[src/rtl/seq_div_pkg.sv]
// Package for the sequential approximate divider.
// Contents:
//   state_t      FSM states {IDLE, BUSY, DONE}
//   exact_bout   borrow-out of an exact restoring-subtractor cell
//   exact_rout   remainder-out of an exact cell (selected by qs)
//   approx_bout  borrow-out of the approximate cell
//   approx_rout  remainder-out of the approximate cell
//   approx_mask  low-bit mask of approximate cells for a given iteration
package seq_div_pkg;

  typedef enum logic [1:0] {
    IDLE = 2'd0,
    BUSY = 2'd1,
    DONE = 2'd2
  } state_t;

  function automatic logic exact_bout(input logic a, input logic b, input logic bin);
    return (~a & bin) | (~a & b) | (b & bin);
  endfunction

  function automatic logic exact_rout(input logic a, input logic b, input logic bin,
                                      input logic qs);
    return qs ? (a ^ b ^ bin) : a;
  endfunction

  function automatic logic approx_bout(input logic a, input logic b, input logic bin);
    return bin & (b | ~a);
  endfunction

  function automatic logic approx_rout(input logic a, input logic b, input logic bin,
                                       input logic qs);
    return a | (qs & (b ^ bin));
  endfunction

  // Number of approximate LSB cells grows by one per iteration over the
  // last 'stages' iterations, clamped to [0, dw].
  function automatic logic [31:0] approx_mask(input int unsigned i, input int unsigned dw,
                                              input int unsigned stages);
    logic [31:0] m;
    int          k;
    m = '0;
    k = int'(i) - (int'(dw) - int'(stages)) + 1;
    if (k < 0) k = 0;
    if (k > int'(dw)) k = int'(dw);
    for (int unsigned b = 0; b < 32; b++) begin
      if (int'(b) < k) m[b] = 1'b1;
    end
    return m;
  endfunction

endpackage

[src/rtl/seq_div_row.sv]
// Single combinational row of the restoring divider.
// Ports:
//   x     in  DW+1  partial remainder (x[DW] is the bit shifted out last time)
//   y     in  DW    divisor
//   mask  in  DW    1 = use approximate cell at that bit position
//   qs    out 1     quotient bit / restore select
//   rout  out DW    next partial remainder (before the new dividend bit)
module seq_div_row
  import seq_div_pkg::*;
#(
  parameter int DW = 8
) (
  input  logic [DW:0]   x,
  input  logic [DW-1:0] y,
  input  logic [DW-1:0] mask,
  output logic          qs,
  output logic [DW-1:0] rout
);

  logic [DW:0] borrow;

  always_comb begin
    borrow = '0;
    rout   = '0;
    for (int unsigned j = 0; j < DW; j++) begin
      borrow[j+1] = mask[j] ? approx_bout(x[j], y[j], borrow[j])
                            : exact_bout(x[j], y[j], borrow[j]);
    end
    // A set top bit means x already exceeds any DW-bit divisor.
    qs = ~borrow[DW] | x[DW];
    for (int unsigned j = 0; j < DW; j++) begin
      rout[j] = mask[j] ? approx_rout(x[j], y[j], borrow[j], qs)
                        : exact_rout(x[j], y[j], borrow[j], qs);
    end
  end

endmodule

[src/rtl/seq_approx_divider.sv]
// Iterative restoring divider, one quotient bit per clock, with optional
// approximate cells in the low bits of the last APPROX_STAGES iterations.
// Optional feature macro: SEQ_DIV_APPROX_BYPASS_EN (adds approx_off port).
// Ports:
//   clk, rst_n          clock, synchronous active-low reset
//   s_valid/s_ready     operand handshake (ready only in IDLE)
//   dividend [2DW-1:0]  x
//   divisor  [DW-1:0]   y
//   m_valid/m_ready     result handshake
//   quotient, remainder results
//   dbz                 divisor was zero
//   ovf                 high dividend half >= divisor, quotient truncated
//   approx_off          (macro only) forces exact cells for the operation
module seq_approx_divider
  import seq_div_pkg::*;
#(
  parameter int DW            = 8,
  parameter int APPROX_STAGES = 3
) (
  input  logic            clk,
  input  logic            rst_n,
  input  logic            s_valid,
  output logic            s_ready,
  input  logic [2*DW-1:0] dividend,
  input  logic [DW-1:0]   divisor,
  output logic            m_valid,
  input  logic            m_ready,
  output logic [DW-1:0]   quotient,
  output logic [DW-1:0]   remainder,
  output logic            dbz,
  output logic            ovf
`ifdef SEQ_DIV_APPROX_BYPASS_EN
  ,
  input  logic            approx_off
`endif
);

  localparam int CW = (DW > 1) ? $clog2(DW) : 1;

  state_t          state, state_nxt;
  logic [CW-1:0]   iter;
  logic [DW:0]     p;
  logic [DW-2:0]   lo;
  logic [DW-1:0]   y_q;
  logic [DW-1:0]   q_q, r_q;
  logic            dbz_q, ovf_q, mv_q;
  logic            last_iter;
  logic [31:0]     mask_full;
  logic [DW-1:0]   mask;
  logic            qs;
  logic [DW-1:0]   rout;
`ifdef SEQ_DIV_APPROX_BYPASS_EN
  logic            bypass_q;
`endif

  assign last_iter = (iter == CW'(DW - 1));

  always_comb begin
    mask_full = approx_mask(32'(iter), DW, APPROX_STAGES);
    mask      = mask_full[DW-1:0];
`ifdef SEQ_DIV_APPROX_BYPASS_EN
    if (bypass_q) mask = '0;
`endif
  end

  seq_div_row #(.DW(DW)) u_row (
    .x    (p),
    .y    (y_q),
    .mask (mask),
    .qs   (qs),
    .rout (rout)
  );

  always_comb begin
    state_nxt = state;
    s_ready   = 1'b0;
    case (state)
      IDLE: begin
        s_ready = 1'b1;
        if (s_valid) state_nxt = BUSY;
      end
      BUSY: if (last_iter) state_nxt = DONE;
      DONE: if (mv_q && m_ready) state_nxt = IDLE;
      default: state_nxt = IDLE;
    endcase
  end

  always_ff @(posedge clk) begin
    if (!rst_n) begin
      state <= IDLE;
      iter  <= '0;
      p     <= '0;
      lo    <= '0;
      y_q   <= '0;
      q_q   <= '0;
      r_q   <= '0;
      dbz_q <= 1'b0;
      ovf_q <= 1'b0;
      mv_q  <= 1'b0;
`ifdef SEQ_DIV_APPROX_BYPASS_EN
      bypass_q <= 1'b0;
`endif
    end else begin
      state <= state_nxt;
      case (state)
        IDLE: begin
          if (s_valid) begin
            y_q   <= divisor;
            lo    <= dividend[DW-2:0];
            p     <= dividend[2*DW-1:DW-1];
            iter  <= '0;
            q_q   <= '0;
            r_q   <= '0;
            dbz_q <= (divisor == '0);
            ovf_q <= (dividend[2*DW-1:DW] >= divisor);
`ifdef SEQ_DIV_APPROX_BYPASS_EN
            bypass_q <= approx_off;
`endif
          end
        end
        BUSY: begin
          // Quotient fills MSB-first by shifting; it was cleared at accept.
          q_q  <= {q_q[DW-2:0], qs};
          p    <= {rout, lo[DW-2]};
          lo   <= lo << 1;
          iter <= iter + 1'b1;
          if (last_iter) r_q <= rout;
        end
        DONE: begin
          // First DONE cycle only raises m_valid; later cycles wait for m_ready.
          if (!mv_q) mv_q <= 1'b1;
          else if (m_ready) mv_q <= 1'b0;
        end
        default: ;
      endcase
    end
  end

  assign m_valid   = mv_q;
  assign quotient  = q_q;
  assign remainder = r_q;
  assign dbz       = dbz_q;
  assign ovf       = ovf_q;

endmodule
[config.mk]
export PLATFORM = sky130hd
export DESIGN_NAME = seq_approx_divider
export DESIGN_NICKNAME = d
export VERILOG_FILES = /design/src/rtl/seq_div_pkg.sv /design/src/rtl/seq_div_row.sv /design/src/rtl/seq_approx_divider.sv
export SDC_FILE = /design/constraint.sdc
export NUM_CORES = 1
export LEC_CHECK = 0
export ABC_AREA = 1
export CORE_ASPECT_RATIO = 1.25
export CORE_UTILIZATION = 40
export CTS_BUF_LIST = sky130_fd_sc_hd__clkbuf_8
export DETAILED_ROUTE_END_ITERATION = 12
export GPL_ROUTABILITY_DRIVEN = 0
export SYNTH_ARGS = -nofsm -noshare
export SYNTH_HDL_FRONTEND = slang
export SYNTH_SLANG_ARGS = --single-unit
[constraint.sdc]
create_clock -name clk -period 6.66 [get_ports clk]
set_input_delay 0.999 -clock clk [delete_from_list [all_inputs] [get_ports clk]]
set_output_delay 0.999 -clock clk [all_outputs]
set_load 0.01 [all_outputs]
==> summary.txt, run 1 <==
Final Max Slew Viols - 0
Post CTS Setup Buffer Count - 0
Max transition margin - 0.305
Utilization after layout - 0.509
Switch Pwr - 0.248 mW
RSZ-0062 raised after global routing - no
Reg-to-reg setup timing slack - 0.74 ns
Leakage - 1.43 nW
Status - completed
F_max - 169 MHz
Worst slew pin tran - 1.04 ns
Nets - 457
Worst EP required - 6.84 ns
Avg WL per Cell - 14.3 um
Starting Density - 0.419
Layout Cells excl Fill - 491
Clock share of power - 0.275
Vias in the first global route - 2,462
Cts hold-fix bufs - 0
H-Tree Depth - 2
TritonCTS Buffers - 5
Slowest cell on the critical path - dfxtp_1
Area Growth Syn to Fin - 21.4%
CP endpoint - remainder[7]
Final instance area - 3360 um^2
Worst Setup End Kind - flop
Post-Syn Area - 2770 um^2
Switching share of total power - 0.327
DRC Markers - 0
Worst Hold Slack - 0.473 ns
Core ar. - 6610 um^2
CTS sink cnt - 48
Die Wd - 76.4 um
Post-synth net total - 419
Syn avg cell area - 7.59 um^2
Synth cell types - 29
Drt first pass iters - 4
Pwr Total - 0.759 mW
CP Class - reg2reg
Drt initial violations - 119
Antenna-violating nets left - 0
Worst Skew - 0.00743 ns
CTS root buf - clkbuf_8
Yosys top cell by area - dfxtp_1
I/O Pins - 48
Layout fillers - 679
Clk buf depth - 2
Peak supply drop - 0.162 mV
Setup ws final - 0.735 ns
Vias per cell - 5.08
First-pass GRT wire length - 11.7 mm
Ranking of synthesized cells by area - dfxtp_1 (35%), nand2_1 (9.3%), ha_1 (8.6%), o21ai_0 (8.3%), a21oi_1 (7.8%)
Total number of vias - 2,494
Placed instance area - 3260 um^2
Critical Path AT - 6.11 ns
Crit Path Max Fanout - 17
Die Ht - 95.0 um
Total wire length - 7.04 mm
IO buf count - 47
Post-place setup slack - 0.742 ns
P_int - 0.511 mW
Full die area - 7260 um^2
Largest net degree at the start of global routing - 34
Detailed Place HPWL - 5.08 mm
CTS tree - built
Combinational share of power - 0.294
Final worst path period need - 5.92 ns
Post-synthesis sequential area ratio - 0.347
FF+latch count, synth - 48
Yosys warns - 0
Worst r2r src - iter[0]
PwrDens - 226 nW/um^2
Commonest cells after routing, fill and taps aside - nand2_1 (69), dfxtp_1 (48), clkdlybuf4s50_1 (47)
Post-CTS Resized - 0
CP dominant cell by count - fa_1
CP startpoint - iter[0]
Sequential share of power - 0.431
Hold Path Class - reg2reg
Final hold violation count - 0
Initial antenna violation count - 0
Reg clk slew, reported paths - 0.09 ns
Commonest non-fill, non-tap cell in the layout - nand2_1
Num rows - 33
Worst path max stage delay - 0.52 ns
Grt total ovfl - 0
Yosys top cell area share - 0.347
CP Launch Type - flop
Worst r2r path cells - 29
Ratio of cells with drive above 1 in the final layout - 0.0990
# placed instances - 483
Diode count - 0
Clock latency at the later pin of the worst-skew pair - 0.30 ns
Final period utilization - 0.890
Setup violation total in the final timing report - 0
GR Util All Layers - 0.206
Post-Syn Instances - 365
Fin Setup TNS - 0 ns
Max Cap Viol - 0
R2R Path End - remainder[7]
per-layer routing:
layer,wire length [um],GRT usage,vias up
met5,0,0,-
met4,111,0.0673,0
met3,220,0.0287,8
met2,3490,0.382,46
met1,3220,0.245,1170
li1,-,-,1270
area by class of cell:
cell class | instances | area (um^2) | share of cell area
well taps | 87 | 109 | 0.0324
repair buffers | 47 | 470 | 0.140
clock inverters | 3 | 38.8 | 0.0115
flip-flops and latches | 48 | 961 | 0.286
clock buffers | 5 | 68.8 | 0.0205
inverters | 50 | 188 | 0.0558
multi-input cells | 251 | 1530 | 0.454
synth_stat cells:
cell type,instances
nand2_1,69
dfxtp_1,48
o21ai_0,46
inv_1,45
a21oi_1,43
ha_1,19
nor2_1,19
nand2_2,12
nand3_2,11
clkbuf_1,8
a31oi_1,7
fa_1,7
buf_2,5
inv_2,5
nand3_1,4
nand4_1,3
nand3_4,2
a211o_1,1
a211oi_1,1
buf_12,1
buf_4,1
buf_6,1
nand4_2,1
nor2_2,1
nor3_1,1
nor4_1,1
o2111ai_1,1
o21a_1,1
o21ai_2,1
power by group through the flow:
stage               sequential, mW  combinational [mW]  clock [mW]
finish                       0.328               0.223       0.209
global route                 0.331               0.256       0.222
CTS                          0.328               0.225       0.213
detailed placement           0.334               0.224           0
global placement             0.334               0.220           0
floorplan                    0.332               0.162           0
worst min path at each step:
stage	from	endpoint	slack (ns)	depth (start not counted)
floorplan	lo[0]	lo[0]	0.44	2
global placement	quotient[7]	quotient[7]	0.45	2
detailed placement	ovf	ovf	0.46	2
CTS	ovf	ovf	0.48	2
global route	lo[1]	lo[2]	0.50	2
finish	quotient[7]	quotient[7]	0.47	2
critical path: cells and delay by family (launching register included):
| family | cells | cell delay, ns |
|---|---|---|
| AO/OA/AOI/OAI | 2 | 0.25 |
| adder cells (fa/ha/maj) | 8 | 2.61 |
| buffers and inverters | 5 | 0.34 |
| flip-flops | 1 | 0.52 |
| AND/OR/NAND/NOR | 14 | 2.09 |
kinds of logic after synthesis:
logic type / after synthesis / share of synthesized area
flip-flops: 48 / 0.347
adder cells (fa/ha/maj): 26 / 0.136
AO/OA/AOI/OAI: 101 / 0.192
buffers and inverters: 66 / 0.102
AND/OR/NAND/NOR: 124 / 0.224
state kept, by name, summed over array words and instances (netlist names):
name       count
quotient       8
dbz            1
p              9
y_q            8
ovf            1
state          2
iter           3
remainder      8
lo             7
m_valid        1
Note: power is estimated with default switching activity, not from simulation.
==> run 2, diff against run 1 <==
--- a/config.mk
+++ b/config.mk
@@ -7,6 +7,7 @@
 export LEC_CHECK = 0
 export ABC_AREA = 1
 export CORE_ASPECT_RATIO = 1.25
+export CORE_MARGIN = 5
 export CORE_UTILIZATION = 40
 export CTS_BUF_LIST = sky130_fd_sc_hd__clkbuf_8
 export DETAILED_ROUTE_END_ITERATION = 12
==> run 2 against run 1 <==
Utilization fell by 1.6 points. Die area rose by 20%. Final cell count rose by 0.61%. Highest routed layer unchanged. Clock-buffer cell count did not move. Total power rose by 1.7%. Sequential share of layout area fell by 0.095 points. Critical path depth rose by 3. Global-route usage fell by 3.5 points. First-iteration DRC count fell by 5.0%. Combinational power barely moved. Hold slack got worse by 0.0074 ns. Via count rose by 0.28%.
==> summary.txt, run 2 (synthesized netlist as in run 1, its figures left out) <==
Status - completed
Drt first pass iters - 4
Full die area - 8700 um^2
Register with the most flip-flops - p
Starting Density - 0.404
Worst path max stage delay - 0.53 ns
Post-place setup slack - 0.758 ns
Switching share of total power - 0.336
Worst Skew - 0.0130 ns
CTS root buf - clkbuf_8
Total wire length - 7.20 mm
Area Growth Syn to Fin - 21.8%
Total number of vias - 2,501
I/O Pins - 48
Grt total ovfl - 0
Crit Path Max Fanout - 17
Leakage - 1.43 nW
Post-CTS Resized - 0
Nets - 457
Diode count - 0
Post CTS Setup Buffer Count - 0
TritonCTS Buffers - 5
Ratio of cells with drive above 1 in the final layout - 0.101
Reg clk slew, reported paths - 0.09 ns
Layout Cells excl Fill - 494
Crit path max-delay family - adder cells
Detailed Place HPWL - 5.30 mm
GR Util All Layers - 0.171
Clock latency at the later pin of the worst-skew pair - 0.31 ns
CP dominant cell by count - nor2_1
Die Wd - 84.4 um
Global route hottest layer - met2
Max reg flops - 9
CP Class - reg2reg
Clk buf depth - 2
Hold Path Class - reg2reg
Initial antenna violation count - 0
Die Ht - 103 um
Core ar. - 6850 um^2
Final hold violation count - 0
First-pass GRT wire length - 11.8 mm
Vias per cell - 5.06
Vias in the first global route - 2,447
Commonest cells after routing, fill and taps aside - nand2_1 (69), dfxtp_1 (48), clkdlybuf4s50_1 (47)
IO buf count - 47
Antenna-violating nets left - 0
Utilization after layout - 0.493
Drt initial violations - 113
Met2 GRT Util - 0.304
Peak supply drop - 0.120 mV
Clock share of power - 0.289
Max Cap Viol - 0
Critical Path AT - 6.14 ns
Sequential share of power - 0.424
Pwr Total - 0.772 mW
CP Launch Type - flop
CTS tree - built
Slowest cell on the critical path - dfxtp_1
RSZ-0062 raised after global routing - no
Met3 Usage GRT - 0.0432
Num rows - 34
Buf+Inv Stages, Crit Path - 7
Worst slew pin tran - 1.02 ns
Worst Setup End Kind - flop
# placed instances - 486
Fin Setup TNS - 0 ns
F_max - 169 MHz
Avg WL per Cell - 14.6 um
Worst EP required - 6.89 ns
Reg-to-reg setup timing slack - 0.75 ns
Setup violation total in the final timing report - 0
Met1 Use GR - 0.201
Commonest non-fill, non-tap cell in the layout - nand2_1
Final Max Slew Viols - 0
H-Tree Depth - 2
Switch Pwr - 0.259 mW
P_int - 0.513 mW
Setup ws final - 0.749 ns
Cts hold-fix bufs - 0
DRC Markers - 0
Combinational share of power - 0.287
Max transition margin - 0.318
PwrDens - 229 nW/um^2
Final worst path period need - 5.91 ns
CTS sink cnt - 48
Largest net degree at the start of global routing - 34
Final period utilization - 0.888
==> run 2: changes by cell type in the layout (fill, tap and decap cells not counted) <==
cell	delta
inv_1	-1
clkinvlp_4	+1
clkinv_2	-1
inv_6	+1
==> run 2: cell type report <==
type | count | area, um^2
clock buffers | 5 | 68.8
fillers | 710 | 3470
flip-flops and latches | 48 | 961
multi-input cells | 251 | 1530
repair buffers | 47 | 470
inverters | 50 | 188
well taps | 90 | 113
clock inverters | 3 | 46.3
==> run 2: worst min-delay path: stages, from the launching register on <==
cell and delay, ns:
dfxtp_1 0.32, nand2_1 0.06, a21oi_1 0.05
==> run 2: final timing paths <==
check | endpoint | startpoint | depth (start not counted)
setup / recovery | remainder[0] | iter[0] | 32
hold / removal | lo[0] | lo[0] | 2
setup reg to reg | remainder[0] | iter[0] | 32
hold reg to reg | lo[0] | lo[0] | 2
==> run 2: power by group through the flow <==
stage | Clock, mW | Sequential [mW] | Combinational [mW]
after global placement | 0 | 0.334 | 0.222
after floorplan | 0 | 0.332 | 0.162
after global routing | 0.237 | 0.331 | 0.255
after CTS | 0.227 | 0.328 | 0.225
after detailed placement | 0 | 0.334 | 0.224
final | 0.223 | 0.328 | 0.221
==> run 2: per-stage QoR <==
| stage | cell area, um^2 | hold WS (ns) |
|---|---|---|
| CTS | 3370 | 0.468 |
| global route | 3370 | 0.490 |
| finish | 3370 | 0.465 |
| global placement | 3260 | 0.452 |
| floorplan | 2770 | 0.440 |
| detailed placement | 3260 | 0.453 |
==> run 2: metal layers <==
layer	routed length (um)	share of wire
met5	0	0
met4	146	0.020
met3	351	0.049
met2	3600	0.50
met1	3110	0.43
==> variant 1, RTL diff (config.mk and constraints of run 1) <==
Put one more register stage on the output `ovf`, cleared by the reset. The value now appears one clock later. The other outputs are not delayed to match.
--- a/src/rtl/seq_approx_divider.sv
+++ b/src/rtl/seq_approx_divider.sv
@@ -141,5 +141,11 @@
   assign remainder = r_q;
   assign dbz       = dbz_q;
-  assign ovf       = ovf_q;
+  always_ff @(posedge clk) begin
+    if (!rst_n) begin
+      ovf <= '0;
+    end else begin
+      ovf <= ovf_q;
+    end
+  end
 
 endmodule
Check against the original RTL: not equivalent (a bounded check fails within 4 cycles, from zero or initial values and one cycle with rst_n low).
==> variant 1 against run 1 <==
Die area down 2.7%. Sequential cell count grew 1. Area after synthesis shrank 2.7%. Routed wire length fell by 7.6%. Clock skew down 0.0010 ns. Final area down 2.2%. Power is 6.6% lower. Worst setup slack gained 0.086 ns. Critical path type unchanged. Critical endpoint is now remainder[0]. Largest cell class unchanged.
==> variant 1: results (changes against run 1) <==
| Metric | Value |
|---|---|
| TritonCTS Buffers | `5 (unchanged)` |
| ANT cells | `0 (unchanged)` |
| Setup bufs post-CTS | `0 (unchanged)` |
| Initial antenna violation count | `0 (unchanged)` |
| Grt ovf | `0 (unchanged)` |
| Static leakage | `1.42 nW (-1.0%)` |
| DRC | `0 (unchanged)` |
| Total GRT Usage | `20.2% (-0.42 points)` |
| 1st-iter DRT viols | `102 (-14%)` |
| First-pass GRT wire length | `10800 um (-7.2%)` |
| Share of layout cells above drive strength 1 | `4.17% (-5.7 points)` |
| Routed wire length | `6500 um (-7.6%)` |
| Port Buffer Count | `47 (unchanged)` |
| Worst path max stage delay | `0.47 ns (-0.05 ns)` |
| Top Family by Delay on Critical Path | `adder cells` |
| Pin count of the biggest net entering global routing | `35 (+2.9%)` |
| Worst R2R Setup Slack | `0.82 ns (+0.09 ns)` |
| Hold Startpoint | `ovf_q` |
| CP endpoint | `remainder[0]` |
| Worst Setup Path Type | `register to register` |
| Clk pin slew, worst setup/hold paths | `0.09 ns (about the same)` |
| Stages on worst setup path | `30 (+3.4%)` |
| Syn_nets | `422 (+0.72%)` |
| Post-synth ARST share | `0% (unchanged)` |
| Crit. Startpoint | `iter[0]` |
| Max reg flops | `9 (unchanged)` |
| Peak supply drop | `0.112 mV (-31%)` |
| CTS max path bufs | `2 (unchanged)` |
| Synth area leaders | `dfxtp_1 36%, nand2_1 11%, ha_1 8.8%` |
| Clock insertion delay at the later pin of the skew report | `0.30 ns (about the same)` |
| CTS Root Cell | `clkbuf_8` |
| Syn. warnings | `0 (unchanged)` |
| Register area share after synthesis | `36.4% (+1.7 points)` |
| HPWL Detailed | `4550 um (-10%)` |
| H-tree levels | `2 (unchanged)` |
| Most used DFF post-synth | `dfxtp_1` |
| Drt first pass iters | `4 (unchanged)` |
| Clock Skew | `0.00643 ns (-0.000997 ns)` |
| Largest Register | `p` |
| Status | `finished, final reports clean` |
| Fillers | `706 (+4.0%)` |
| Critical path arrival | `6.07 ns (-0.04 ns)` |
| Worst path slowest cell | `dfxtp_1` |
| Top cells by count, synth | `81 x nand2_1, 49 x dfxtp_1, 46 x inv_1, 43 x a21oi_1, 37 x o21ai_0` |
| Post-cts gate resize count | `0 (unchanged)` |
| Unique masters post-synth | `25 (-14%)` |
| Critical path fanouts, max | `17 (unchanged)` |
| Min-Delay Path Class | `register to register` |
| Via count of the routed design | `2435 (-2.4%)` |
| Slew margin rel. | `47.0% (+16 points)` |
| Final net count | `461 (+0.88%)` |
| Vias in the first global route | `2324 (-5.6%)` |
## variant 1: cell types whose count changed after synthesis, sizes merged
cell / run 1 / this run
clkbuf: 8 / 9
dfxtp: 48 / 49
buf: 8 / 7
inv: 50 / 51
nand2: 81 / 82
## variant 1: logic make-up after synthesis
kind of cell,synth area share (%)
AO/OA/AOI/OAI,19.5
AND/OR/NAND/NOR,19.9
buffers and inverters,10.1
adder cells (fa/ha/maj),14.0
flip-flops,36.4
## variant 1: cell type report
cell class / count / area (sq um) / area share [%]
sequential: 49 / 981 / 29.8
tap: 87 / 109 / 3.31
multi-input combinational: 252 / 1440 / 43.8
timing repair buffer: 48 / 478 / 14.5
clock inverter: 3 / 18.8 / 0.571
clock buffer: 5 / 68.8 / 2.09
inverter: 51 / 191 / 5.82
## variant 1: worst reg2reg max path, delay by kind of cell, from the launching register on
kind / cells / cell delay, ns
AO/OA/AOI/OAI: 1 / 0.13
adder cells (fa/ha/maj): 8 / 2.58
buffers and inverters: 6 / 0.48
flip-flops: 1 / 0.47
AND/OR/NAND/NOR: 15 / 2.10
## variant 1: worst min path at each step
stage / endpoint / slack, ns / depth (start not counted)
after global placement: ovf / 0.44 / 2
after floorplan: ovf / 0.41 / 2
after detailed placement: ovf / 0.41 / 2
after global routing: ovf / 0.46 / 2
after CTS: ovf / 0.44 / 2
final: ovf / 0.44 / 2
## variant 1: where the power goes
group	internal (W)	switching, W	leakage, nW
Sequential	0.000316	0.0000159	0.403
Combinational	0.0000844	0.000117	0.973
Clock	0.0000727	0.000103	0.0416
## variant 1: through the flow
| stage | std cells | setup slack, ns | area (sq um) | hold slack [ns] |
|---|---|---|---|---|
| after CTS | 495 | 0.779 | 3290 | 0.439 |
| final | 495 | 0.822 | 3290 | 0.444 |
| after detailed placement | 487 | 0.815 | 3200 | 0.414 |
| after global placement | 487 | 0.964 | 3200 | 0.440 |
| after floorplan | 368 | 1.36 | 2700 | 0.407 |
| after global routing | 495 | 0.127 | 3290 | 0.458 |
## variant 1: layer usage
layer	GRT usage [%]	share of wire (%)	vias to the layer above	routed length, um
met5	0	0	-	0
met4	6.02	0.71	0	46
met3	2.58	2.6	2	169
met2	33.7	48	46	3140
met1	26.7	48	1107	3150
li1	-	-	1280	-
==> variant 2, RTL diff (config.mk and constraints of run 1) <==
Made on the original files. `DW` is set to 8 in 2 places; all go to 4.
--- a/src/rtl/seq_div_row.sv
+++ b/src/rtl/seq_div_row.sv
@@ -9,5 +9,5 @@
   import seq_div_pkg::*;
 #(
-  parameter int DW = 8
+  parameter int DW = 4
 ) (
   input  logic [DW:0]   x,
--- a/src/rtl/seq_approx_divider.sv
+++ b/src/rtl/seq_approx_divider.sv
@@ -15,5 +15,5 @@
   import seq_div_pkg::*;
 #(
-  parameter int DW            = 8,
+  parameter int DW            = 4,
   parameter int APPROX_STAGES = 3
 ) (
Interface: changed (resized dividend, divisor, quotient and remainder); port bits go from 48 to 28. No check against the original RTL was run, so the function may have changed too.
==> variant 2 against run 1 <==
Fmax is 100% higher. Worst setup slack better by 3.0 ns. Area after synthesis is 43% lower. Largest power group unchanged. The flow now finishes with violations (DRC). Via count fell by 47%. Routed wire length fell by 54%. Largest cell class unchanged. Critical path type unchanged. Final area decreased by 43%. Non-clock buffer count fell by 20. Final cell count shrank 42%. Clock power down 54%. Sequential cell count down 21. Critical endpoint is now p[3]. Power is 48% lower.
==> variant 2: results (changes against run 1) <==
| Metric | Value |
|---|---|
| Place WS | `3.72 ns (+2.98 ns)` |
| Worst Max-Slew Pin Slew | `0.547 ns (-0.491 ns)` |
| Routed wire length | `3210 um (-54%)` |
| ANT cells | `0 (unchanged)` |
| Critical path fanouts, max | `9 (-8)` |
| H-tree levels | `1 (-1)` |
| 1st-iter DRT viols | `40 (-66%)` |
| Worst path max stage delay | `0.38 ns (-0.14 ns)` |
| CTS max path bufs | `2 (unchanged)` |
| Post-synth ARST share | `0% (unchanged)` |
| Syn_nets | `237 (-43%)` |
| Worst path slowest cell | `dfxtp_1` |
| Placed insts | `280 (-42%)` |
| Pin count of the biggest net entering global routing | `18 (-47%)` |
| Drt first pass iters | `8 (+4)` |
| Top cells by count, synth | `40 x nand2_1, 27 x dfxtp_1, 26 x inv_1, 21 x a21oi_1, 21 x o21ai_0` |
| Status | `finished with violations` |
| Register area share after synthesis | `34.4% (-0.29 points)` |
| Static leakage | `0.833 nW (-42%)` |
| Syn. warnings | `0 (unchanged)` |
| First-pass GRT wire length | `5440 um (-53%)` |
| Failing checks | `DRC` |
| Met3 WL | `78 um (-65%)` |
| DRC | `2 (+2)` |
| Share of layout cells above drive strength 1 | `11.7% (+1.8 points)` |
| Top Family by Delay on Critical Path | `adder cells` |
| Metal2 WL | `1560 um (-55%)` |
| Area after DPL | `1860 sq um (-43%)` |
| HPWL Detailed | `2460 um (-52%)` |
| Clock Skew | `0.00562 ns (-0.00181 ns)` |
| Clock insertion delay at the later pin of the skew report | `0.27 ns (-0.03 ns)` |
| Synth area leaders | `dfxtp_1 34%, ha_1 10%, nand2_1 9.6%` |
| Unique masters post-synth | `26 (-10%)` |
| Final net count | `263 (-42%)` |
| Total GRT Usage | `16.6% (-4.0 points)` |
| Peak supply drop | `0.133 mV (-18%)` |
| Via count of the routed design | `1314 (-47%)` |
| Most used DFF post-synth | `dfxtp_1` |
| Post-DR wirelength/cell | `11.3 um (-21%)` |
| Port Buffer Count | `27 (-43%)` |
| Min-Delay Path Class | `register to register` |
| Initial antenna violation count | `0 (unchanged)` |
| Clk pin slew, worst setup/hold paths | `0.10 ns` |
| Vias in the first global route | `1212 (-51%)` |
| Fillers | `383 (-44%)` |
| TritonCTS Buffers | `3 (-2)` |
| Post-synthesis instance total | `205 (-44%)` |
| WL met1 | `1540 um (-52%)` |
| Max reg flops | `5 (-4)` |
-- variant 2: cell types whose count changed in the layout (fill, tap and decap cells not counted), moves of 7 or more --
| cell | delta |
|---|---|
| nor2_1 | -11 |
| o21ai_0 | -25 |
| a31oi_1 | -7 |
| dfxtp_1 | -21 |
| a21oi_2 | +7 |
| inv_1 | -20 |
| a21oi_1 | -22 |
| nand2_1 | -29 |
| nand3_2 | -11 |
| clkdlybuf4s50_1 | -20 |
-- variant 2: cell type report --
cell class / instances / area [sq um] / share of cell area, %
multi-input cells: 143 / 873 / 45.7
flip-flops and latches: 27 / 541 / 28.3
repair buffers: 27 / 270 / 14.1
inverters: 29 / 111 / 5.82
well taps: 54 / 67.6 / 3.53
clock buffers: 3 / 41.3 / 2.16
clock inverters: 1 / 7.51 / 0.393
-- variant 2: worst paths after layout --
path / startpoint / endpoint / slack [ns] / cells past startpoint
setup / recovery: iter[0] / p[3] / 3.74 / 14
hold / removal: lo[1] / lo[1] / 0.46 / 2
setup reg to reg: iter[0] / p[3] / 3.74 / 14
hold reg to reg: lo[1] / lo[1] / 0.46 / 2
-- variant 2: power breakdown --
group	internal [W]	total, W	switching (W)
Combinational	0.0000480	0.000114	0.0000664
Clock	0.0000425	0.0000967	0.0000543
Sequential	0.000174	0.000184	0.0000101
-- variant 2: layer usage --
layer / vias up / GRT usage, %
met4: 0 / 4.76
li1: 708 / -
met1: 589 / 21.7
met5: - / 0
met3: 2 / 3.03
met2: 15 / 27.8
-- variant 2: logic make-up (layout without fill, tap and decap cells) --
| logic type | count (synthesis) | after routing | share of synthesized area (%) |
|---|---|---|---|
| fa+ha+maj | 16 | 16 | 14.2 |
| buf+inv | 35 | 60 | 10.0 |
| compound gates | 59 | 59 | 21.3 |
| flops | 27 | 27 | 34.4 |
| simple gates | 68 | 68 | 20.1 |
